--- src/rtl/uart_tx_serializer.sv ---
// ---------------------------------------------------------------------------
// uart_tx_serializer
//   UART transmit serializer. Accepts one parallel word over a valid/ready
//   handshake and shifts it out LSB-first as: start bit, DATA_BITS data bits,
//   optional parity bit, STOP_BITS stop bits. Every bit boundary is aligned
//   to the one-cycle clock_enable pulse from the baud divider; everything
//   runs on system_clock.
//
// Ports
//   system_clock  in   system clock, rising edge
//   rst_n         in   asynchronous reset, active low
//   clock_enable  in   baud tick, one-cycle pulse per bit period
//   tx_data       in   word to send, sampled on handshake only
//   tx_valid      in   upstream has a word on tx_data
//   tx_ready      out  word can be accepted (IDLE only)
//   tx            out  serial line, registered, idle level 1
//   tx_busy       out  state is not IDLE
//   tx_done       out  one-cycle pulse as the last stop bit period ends
// ---------------------------------------------------------------------------
module uart_tx_serializer #(
  parameter int DATA_BITS  = 8,
  parameter int PARITY_EN  = 0,
  parameter int PARITY_ODD = 0,
  parameter int STOP_BITS  = 1
) (
  input  logic                 system_clock,
  input  logic                 rst_n,
  input  logic                 clock_enable,
  input  logic [DATA_BITS-1:0] tx_data,
  input  logic                 tx_valid,
  output logic                 tx_ready,
  output logic                 tx,
  output logic                 tx_busy,
  output logic                 tx_done
);

  localparam int                IDX_W     = $clog2(DATA_BITS);
  localparam logic [IDX_W-1:0]  LAST_IDX  = IDX_W'(DATA_BITS - 1);
  localparam logic              LAST_STOP = 1'(STOP_BITS - 1);
  localparam logic              PAR_INV   = (PARITY_ODD != 0);
  localparam bit                HAS_PAR   = (PARITY_EN != 0);

  typedef enum logic [2:0] {
    S_IDLE   = 3'd0,
    S_ARMED  = 3'd1,
    S_START  = 3'd2,
    S_DATA   = 3'd3,
    S_PARITY = 3'd4,
    S_STOP   = 3'd5
  } state_e;

  state_e               state_q, state_d;
  logic [DATA_BITS-1:0] shreg_q, shreg_d;
  logic                 par_q,   par_d;
  logic [IDX_W-1:0]     idx_q,   idx_d;
  logic                 stop_q,  stop_d;
  logic                 tx_q,    tx_d;

  logic                 last_data;
  logic                 last_stop;

  assign last_data = (idx_q == LAST_IDX);
  assign last_stop = (stop_q == LAST_STOP);

  // -------------------------------------------------------------------------
  // FSM: state register
  // -------------------------------------------------------------------------
  always_ff @(posedge system_clock or negedge rst_n) begin
    if (!rst_n) state_q <= S_IDLE;
    else        state_q <= state_d;
  end

  // -------------------------------------------------------------------------
  // FSM: next state. IDLE->ARMED is the only move not gated by the tick, so a
  // tick that coincides with the handshake is seen in IDLE and dropped; the
  // start bit therefore always gets a full tick period.
  // -------------------------------------------------------------------------
  always_comb begin
    state_d = state_q;
    case (state_q)
      S_IDLE:   if (tx_valid) state_d = S_ARMED;
      S_ARMED:  if (clock_enable) state_d = S_START;
      S_START:  if (clock_enable) state_d = S_DATA;
      S_DATA:   if (clock_enable && last_data)
                  state_d = HAS_PAR ? S_PARITY : S_STOP;
      S_PARITY: if (clock_enable) state_d = S_STOP;
      S_STOP:   if (clock_enable && last_stop) state_d = S_IDLE;
      default:  state_d = S_IDLE;
    endcase
  end

  // -------------------------------------------------------------------------
  // FSM: outputs (decoded from registered state)
  // -------------------------------------------------------------------------
  always_comb begin
    tx_ready = (state_q == S_IDLE);
    tx_busy  = (state_q != S_IDLE);
    tx_done  = (state_q == S_STOP) && clock_enable && last_stop;
  end

  assign tx = tx_q;

  // -------------------------------------------------------------------------
  // Datapath next state. The shift register is consumed from bit 0: the START
  // tick puts d0 on the line, each DATA tick puts the next bit on the line,
  // so bit_idx counts data bits already driven beyond d0.
  // -------------------------------------------------------------------------
  always_comb begin
    shreg_d = shreg_q;
    par_d   = par_q;
    idx_d   = idx_q;
    stop_d  = stop_q;
    tx_d    = tx_q;
    case (state_q)
      S_IDLE: begin
        if (tx_valid) begin
          shreg_d = tx_data;
          par_d   = (^tx_data) ^ PAR_INV;
        end
      end
      S_ARMED: begin
        if (clock_enable) tx_d = 1'b0;
      end
      S_START: begin
        if (clock_enable) begin
          tx_d    = shreg_q[0];
          shreg_d = shreg_q >> 1;
          idx_d   = '0;
        end
      end
      S_DATA: begin
        if (clock_enable) begin
          if (!last_data) begin
            tx_d    = shreg_q[0];
            shreg_d = shreg_q >> 1;
            idx_d   = idx_q + IDX_W'(1);
          end else if (HAS_PAR) begin
            tx_d = par_q;
          end else begin
            tx_d   = 1'b1;
            stop_d = 1'b0;
          end
        end
      end
      S_PARITY: begin
        if (clock_enable) begin
          tx_d   = 1'b1;
          stop_d = 1'b0;
        end
      end
      S_STOP: begin
        if (clock_enable && !last_stop) stop_d = stop_q + 1'b1;
      end
      default: begin
        tx_d = 1'b1;
      end
    endcase
  end

  // -------------------------------------------------------------------------
  // Datapath registers. tx resets straight to mark level so an abort mid-frame
  // never drives a spurious low onto the line.
  // -------------------------------------------------------------------------
  always_ff @(posedge system_clock or negedge rst_n) begin
    if (!rst_n) begin
      shreg_q <= '0;
      par_q   <= 1'b0;
      idx_q   <= '0;
      stop_q  <= 1'b0;
      tx_q    <= 1'b1;
    end else begin
      shreg_q <= shreg_d;
      par_q   <= par_d;
      idx_q   <= idx_d;
      stop_q  <= stop_d;
      tx_q    <= tx_d;
    end
  end

endmodule

--- config.mk ---
export PLATFORM = sky130hd
export DESIGN_NAME = uart_tx_serializer
export DESIGN_NICKNAME = d
export VERILOG_FILES = /design/src/rtl/uart_tx_serializer.sv
export SDC_FILE = /design/constraint.sdc
export NUM_CORES = 1
export LEC_CHECK = 0
export ABC_AREA = 1
export BUFFER_PORTS_ARGS = -buffer_cell sky130_fd_sc_hd__buf_2
export CELL_PAD_IN_SITES_DETAIL_PLACEMENT = 1
export CELL_PAD_IN_SITES_GLOBAL_PLACEMENT = 1
export CORE_ASPECT_RATIO = 1.1
export CORE_UTILIZATION = 40
export CTS_BUF_LIST = sky130_fd_sc_hd__clkbuf_16
export CTS_CLUSTER_DIAMETER = 150
export CTS_CLUSTER_SIZE = 14
export DETAILED_ROUTE_END_ITERATION = 6
export GPL_TIMING_DRIVEN = 0
export PLACE_DENSITY_LB_ADDON = 0.1
export SETUP_SLACK_MARGIN = 0.1
export SLEW_MARGIN = 20
export SYNTH_ARGS = -nofsm -noshare
export SYNTH_HDL_FRONTEND = slang
export SYNTH_SLANG_ARGS = --single-unit
--- constraint.sdc ---
create_clock -name system_clock -period 2.1 [get_ports system_clock]
set_clock_uncertainty 0.2 [all_clocks]
set_input_delay 0.315 -clock system_clock [delete_from_list [all_inputs] [get_ports system_clock]]
set_output_delay 0.315 -clock system_clock [all_outputs]
set_load 0.03 [all_outputs]
# --- Yosys cells after proc, flatten, opt, wreduce, memory -nomap -nowiden ---
# Cells that the tools add are included.
op_classes:
  n_bitwise: 2
  n_eq_ne: 16
  n_reduce_logical: 16
  muxes: 26
  n_addsub: 2
ops:
  columns: ["operator", "n"]
  rows:
  - ["8-bit 2-to-1 mux", 4]
  - ["3-bit 2-to-1 mux", 9]
  - ["8-bit case mux with 3 select lines", 1]
  - ["2-bit != test (second input constant)", 9]
  - ["3-bit case mux with 6 select lines", 1]
  - ["5-bit AND reduction", 3]
  - ["3-bit == test (second input constant)", 3]
  - ["3-bit nonzero test", 3]
  - ["1-bit 2-to-1 mux", 8]
  - ["3-bit by 2-bit == test with 1-bit output (second input constant)", 2]
  - ["3-bit case mux with 2 select lines", 1]
  - ["6-bit AND reduction", 1]
  - ["1-bit logical AND", 5]
  - ["1-bit case mux with 5 select lines", 1]
  - ["4-bit AND reduction", 1]
  - ["3-bit by 1-bit adder with 3-bit output (second input constant)", 1]
  - ["3-bit by 1-bit == test with 1-bit output (second input constant)", 1]
  - ["3-bit zero test", 1]
  - ["1-bit case mux with 3 select lines", 1]
  - ["2-bit by 1-bit != test with 1-bit output (second input constant)", 1]
  - ["1-bit NOT", 2]
  - ["2-bit nonzero test", 1]
  - ["2-bit OR reduction", 1]
  - ["1-bit adder (second input constant)", 1]
totals:
  output_inout_bits: 4
  in_bits: 12
  elab_cells: 67
  reg_bits: 16

# --- Longest topological paths before layout ---
logic_depth:
  word_depth: 4
  depth_mapped: 8
  depth_no_buf: 8

# --- Worst setup path after synthesis ---
# OpenSTA, ideal clock, no wires.
synth_timing:
  kind: "flip-flop to output port"
  startpoint: "register state_q[1]"
  endpoint: "output tx_ready"
  slack_ps: 326
  path_buffers: 0
  stages_incl_launch_ff: 4
  required_ps: 1585
  arrival_ps: 1259
  path_cell_list: "dfrtp_1 > nor2_1 > nand2_1 > inv_1"
synth_via:
  elab_chain_len: 1
synth_rtl:
  columns: ["element", "line_no", "text"]
  rows:
  - ["from (decl)", "52", "state_e state_q, state_d;"]
  - ["from (signal assigned)", "70", "else state_q <= state_d;"]
  - ["3-bit zero test", "96", "tx_ready = (state_q == S_IDLE);"]
  - ["to (decl)", "31", "output logic tx_ready,"]
# Every way passes these cells.

# --- Worst setup path after layout ---
# Ends and elaborated chain as after synthesis.

==> impl_summary.log <==
INFO  metric status = finished, final reports clean
INFO  metric grtUsageMet1 = 24.3%
INFO  metric ant_diodes = 0
INFO  metric critical_path.max_fanout = 7
INFO  metric synth.net_count = approximately 150
INFO  metric clkSinkCount = 16
INFO  metric final_period_minus_worst_setup_slack = about 1.9 ns
INFO  metric required = 1.58 ns
INFO  metric r2r_slack = around 0.4 ns
INFO  metric antenna_found_initial = 0
INFO  metric critical_path_end_type = output port
INFO  metric leakagePower = approximately 0.67 nW
INFO  metric number_of_enable_flip_flop_cells_after_synthesis = 0
INFO  metric netlist.area_leader.share = 36.1%
INFO  metric post_cts.repair.setup_buffers = 0
INFO  metric via_per_inst = a little under 5
INFO  metric std_cell_rows = 19
INFO  metric critical_path.startpoint_type = register
INFO  metric routed_via_count = between 900 and 1000
INFO  metric cts_made_buffers = 3
INFO  metric coreArea = 0.00247 sq mm
INFO  metric die_y = approximately 56 um
INFO  metric detail_route.iter0.violations = 6
INFO  metric met3_track_usage_gr = under 10%
INFO  metric cts_root_buffer = clkbuf_16
INFO  metric timing.hold.worst.class = in2reg
INFO  metric synthFlopType = dfrtp_1
INFO  metric grtUsageMet2 = about a third
INFO  metric clock_tree_from_tritoncts = built
INFO  metric fmax = 535 MHz
INFO  metric htreeDepth = 1
INFO  metric power = between 2 and 2.5 mW
INFO  metric finalWeightedCongestion = about 0.84
INFO  metric holdPathStages = 2
INFO  metric synth.largest_area_cell = dfrtp_1
INFO  metric busiest_layer = met2
INFO  metric final_layout_size_suffix_gt1_share = 29.1%
INFO  metric syn_inst = 131
INFO  metric areaGrowthSynthToFinish = 19.8%
INFO  metric grt_pass1_wl = around 4300 um
INFO  metric grtUsageTotal = between 20% and 30%
INFO  metric post_synth_xor_area_fraction = 0%
INFO  metric nFillCells = around 330
INFO  metric yosys.area_share.simple = just over 30%
INFO  metric worst_setup_hold_path_clk_slew = about 0.050 ns
INFO  metric drt_wl_total = about 2300 um
INFO  metric initial_core_util = a little over two fifths
INFO  metric post-route-cell-area = around 0.0012 sq mm
INFO  metric place_hpwl = between 1500 and 2000 um
INFO  metric die_x = about 50 um
INFO  metric detail_route.drc_violations = 0
INFO  metric worst_ir_drop_vdd = 771 uV
INFO  metric sequential_element_share_of_the_synthesized_area = roughly 39%
INFO  metric firstDrtPassIters = 3
INFO  metric finalSetupViolations = 0
INFO  metric netlist_area = between 0.001 and 0.0015 sq mm
INFO  metric rr_worst_depth = 8
INFO  metric yosys-top-cells-area = dfrtp_1 (36%), nand2_1 (12%), inv_1 (7.2%), o21ai_0 (6.3%), o21ai_2 (5.9%)
INFO  metric routedWlPerCell = 12.6 um
INFO  metric dominant_combinational_cell_family_by_area_after_synthesis = simple AND/OR/NAND/NOR gates
INFO  metric final.setup.tns = 0 ns
INFO  metric grt_pass1_vias = approximately 940
INFO  metric antenna_left = 0
INFO  metric timing.max_slew.rel_slack = 75.1%
INFO  metric worst-setup-path-type = reg2out
INFO  metric worst_pin_slew = roughly 0.37 ns
INFO  metric placement.cell_area = approximately 0.0012 sq mm
INFO  metric synthesis.yosys.warnings = 0
INFO  metric synth.avg_cell_area = 7.95 sq um
INFO  metric port_buffer_count = 15
INFO  metric design.final.nets = between 150 and 200
INFO  metric p_per_area = 1610 mW/mm^2
INFO  metric ys_seq_elements = 16
INFO  metric synth_cell_types = 25
INFO  metric worstSkewPairLatency = ~0.25 ns
INFO  metric clk_path_buf_depth = 2
INFO  metric setup_repair_after_global_routing_missed_its_margin = no
INFO  metric yosys-mux-area-fraction = 0%
INFO  metric hold_violations = 0
INFO  metric pin_count = 16
INFO  metric async_flop_share = 100%
INFO  metric synth_compound_gate_area_share = 17.7%
INFO  metric grt_overflow_total = 0
INFO  metric grt_max_degree = 17
INFO  metric die_area = about 0.0028 sq mm
INFO  metric arrival_time_at_the_worst_endpoint = around 1.4 ns
INFO  metric cap_viol_max_count = 0
INFO  metric synthAdderAreaFrac = 2.40%
INFO  metric maxSlewViolCount = 0
INFO  metric final_min_period_over_clock_period = between 80% and 90%
==> where the power goes <==
group | internal (mW) | switching (mW) | total, mW
Clock | 0.252 | 0.118 | 0.371
Sequential | 0.448 | 0.101 | 0.549
Combinational | 0.400 | 0.692 | 1.09
Total | 1.10 | 0.911 | 2.01
==> area by class of cell <==
type | count | area (sq um) | area share [%]
clock buffers | 3 | 75.1 | 6.02
repair buffers | 16 | 85.1 | 6.82
well taps | 31 | 38.8 | 3.11
inverters | 21 | 81.3 | 6.52
plain buffers | 2 | 25.0 | 2.01
clock inverters | 1 | 3.75 | 0.301
multi-input cells | 92 | 536 | 42.9
flip-flops and latches | 16 | 403 | 32.3
==> kinds of logic (layout without fill, tap and decap cells) <==
family | after synthesis | count (layout)
AOI/OAI and AO/OA | 27 | 27
adders and majority gates | 2 | 2
buffers and inverters | 23 | 43
DFF | 16 | 16
and+or+nand+nor | 63 | 63
==> critical path, stage by stage (launching register included) <==
cell	delay [ns]
dfrtp_1	0.49
nor2_2	0.25
nand2_1	0.12
inv_1	0.06
buf_2	0.19
==> worst paths after layout <==
kind | from | end
worst max register to register | idx_q[0] | shreg_q[7]
worst max-delay path | state_q[1] | tx_ready
min in group asynchronous | rst_n | shreg_q[5]
worst min-delay path | clock_enable | stop_q
worst min register to register | tx | tx
max in group asynchronous | rst_n | tx
==> cells in the mapped netlist, types with 2 or more instances <==
library cell,instances
dfrtp_1,15
ha_1,2
inv_1,20
nand2_1,33
nand2_2,5
nand2_4,3
nand3_1,9
nand4_1,2
nor2_1,6
o21ai_0,13
o21ai_2,7
o21bai_1,3
==> metal layers <==
metal,vias to the layer above,part of all wire [%]
li1,458,-
met1,429,43
met2,13,53
met3,5,2.4
met4,0,1.7
met5,-,0
==> stage by stage <==
step | cells | utilization (%) | worst slack, ns | hold slack [ns]
2_1_floorplan | 131 | - | 0.326 | -0.181
3_3_place_gp | 177 | 46.7 | 0.353 | 0.0509
3_5_place_dp | 177 | 46.7 | 0.328 | 0.0591
4_1_cts | 182 | 50.4 | 0.156 | 0.176
5_1_grt | 182 | 50.5 | 0.102 | 0.194
6_report | 182 | 50.5 | 0.230 | 0.183
==> placed cells by master (no fill, tap or decap), types with 2 or more instances in the layout <==
cell and n:
o21bai_1 3, nand3_1 9, o21ai_0 13, nand2_2 5, nand4_1 2, nand2_1 33
o21ai_2 7, inv_1 21, ha_1 2, nor2_1 5, nand2_4 3, clkbuf_16 3
dfrtp_1 14, buf_2 16
==> state kept, by name, indices dropped and copies added, names as in the netlist <==
signal	count
shreg_q	8
state_q	3
idx_q	3
tx	1
stop_q	1
==> timing repair <==
item                                    in CTS  in global routing
gates resized for setup                      1                  1
hold endpoints to repair                    15                  0
endpoints found under the setup margin       1                  1
hold buffers                                 1                  0
(Power assumes the default switching activity.)
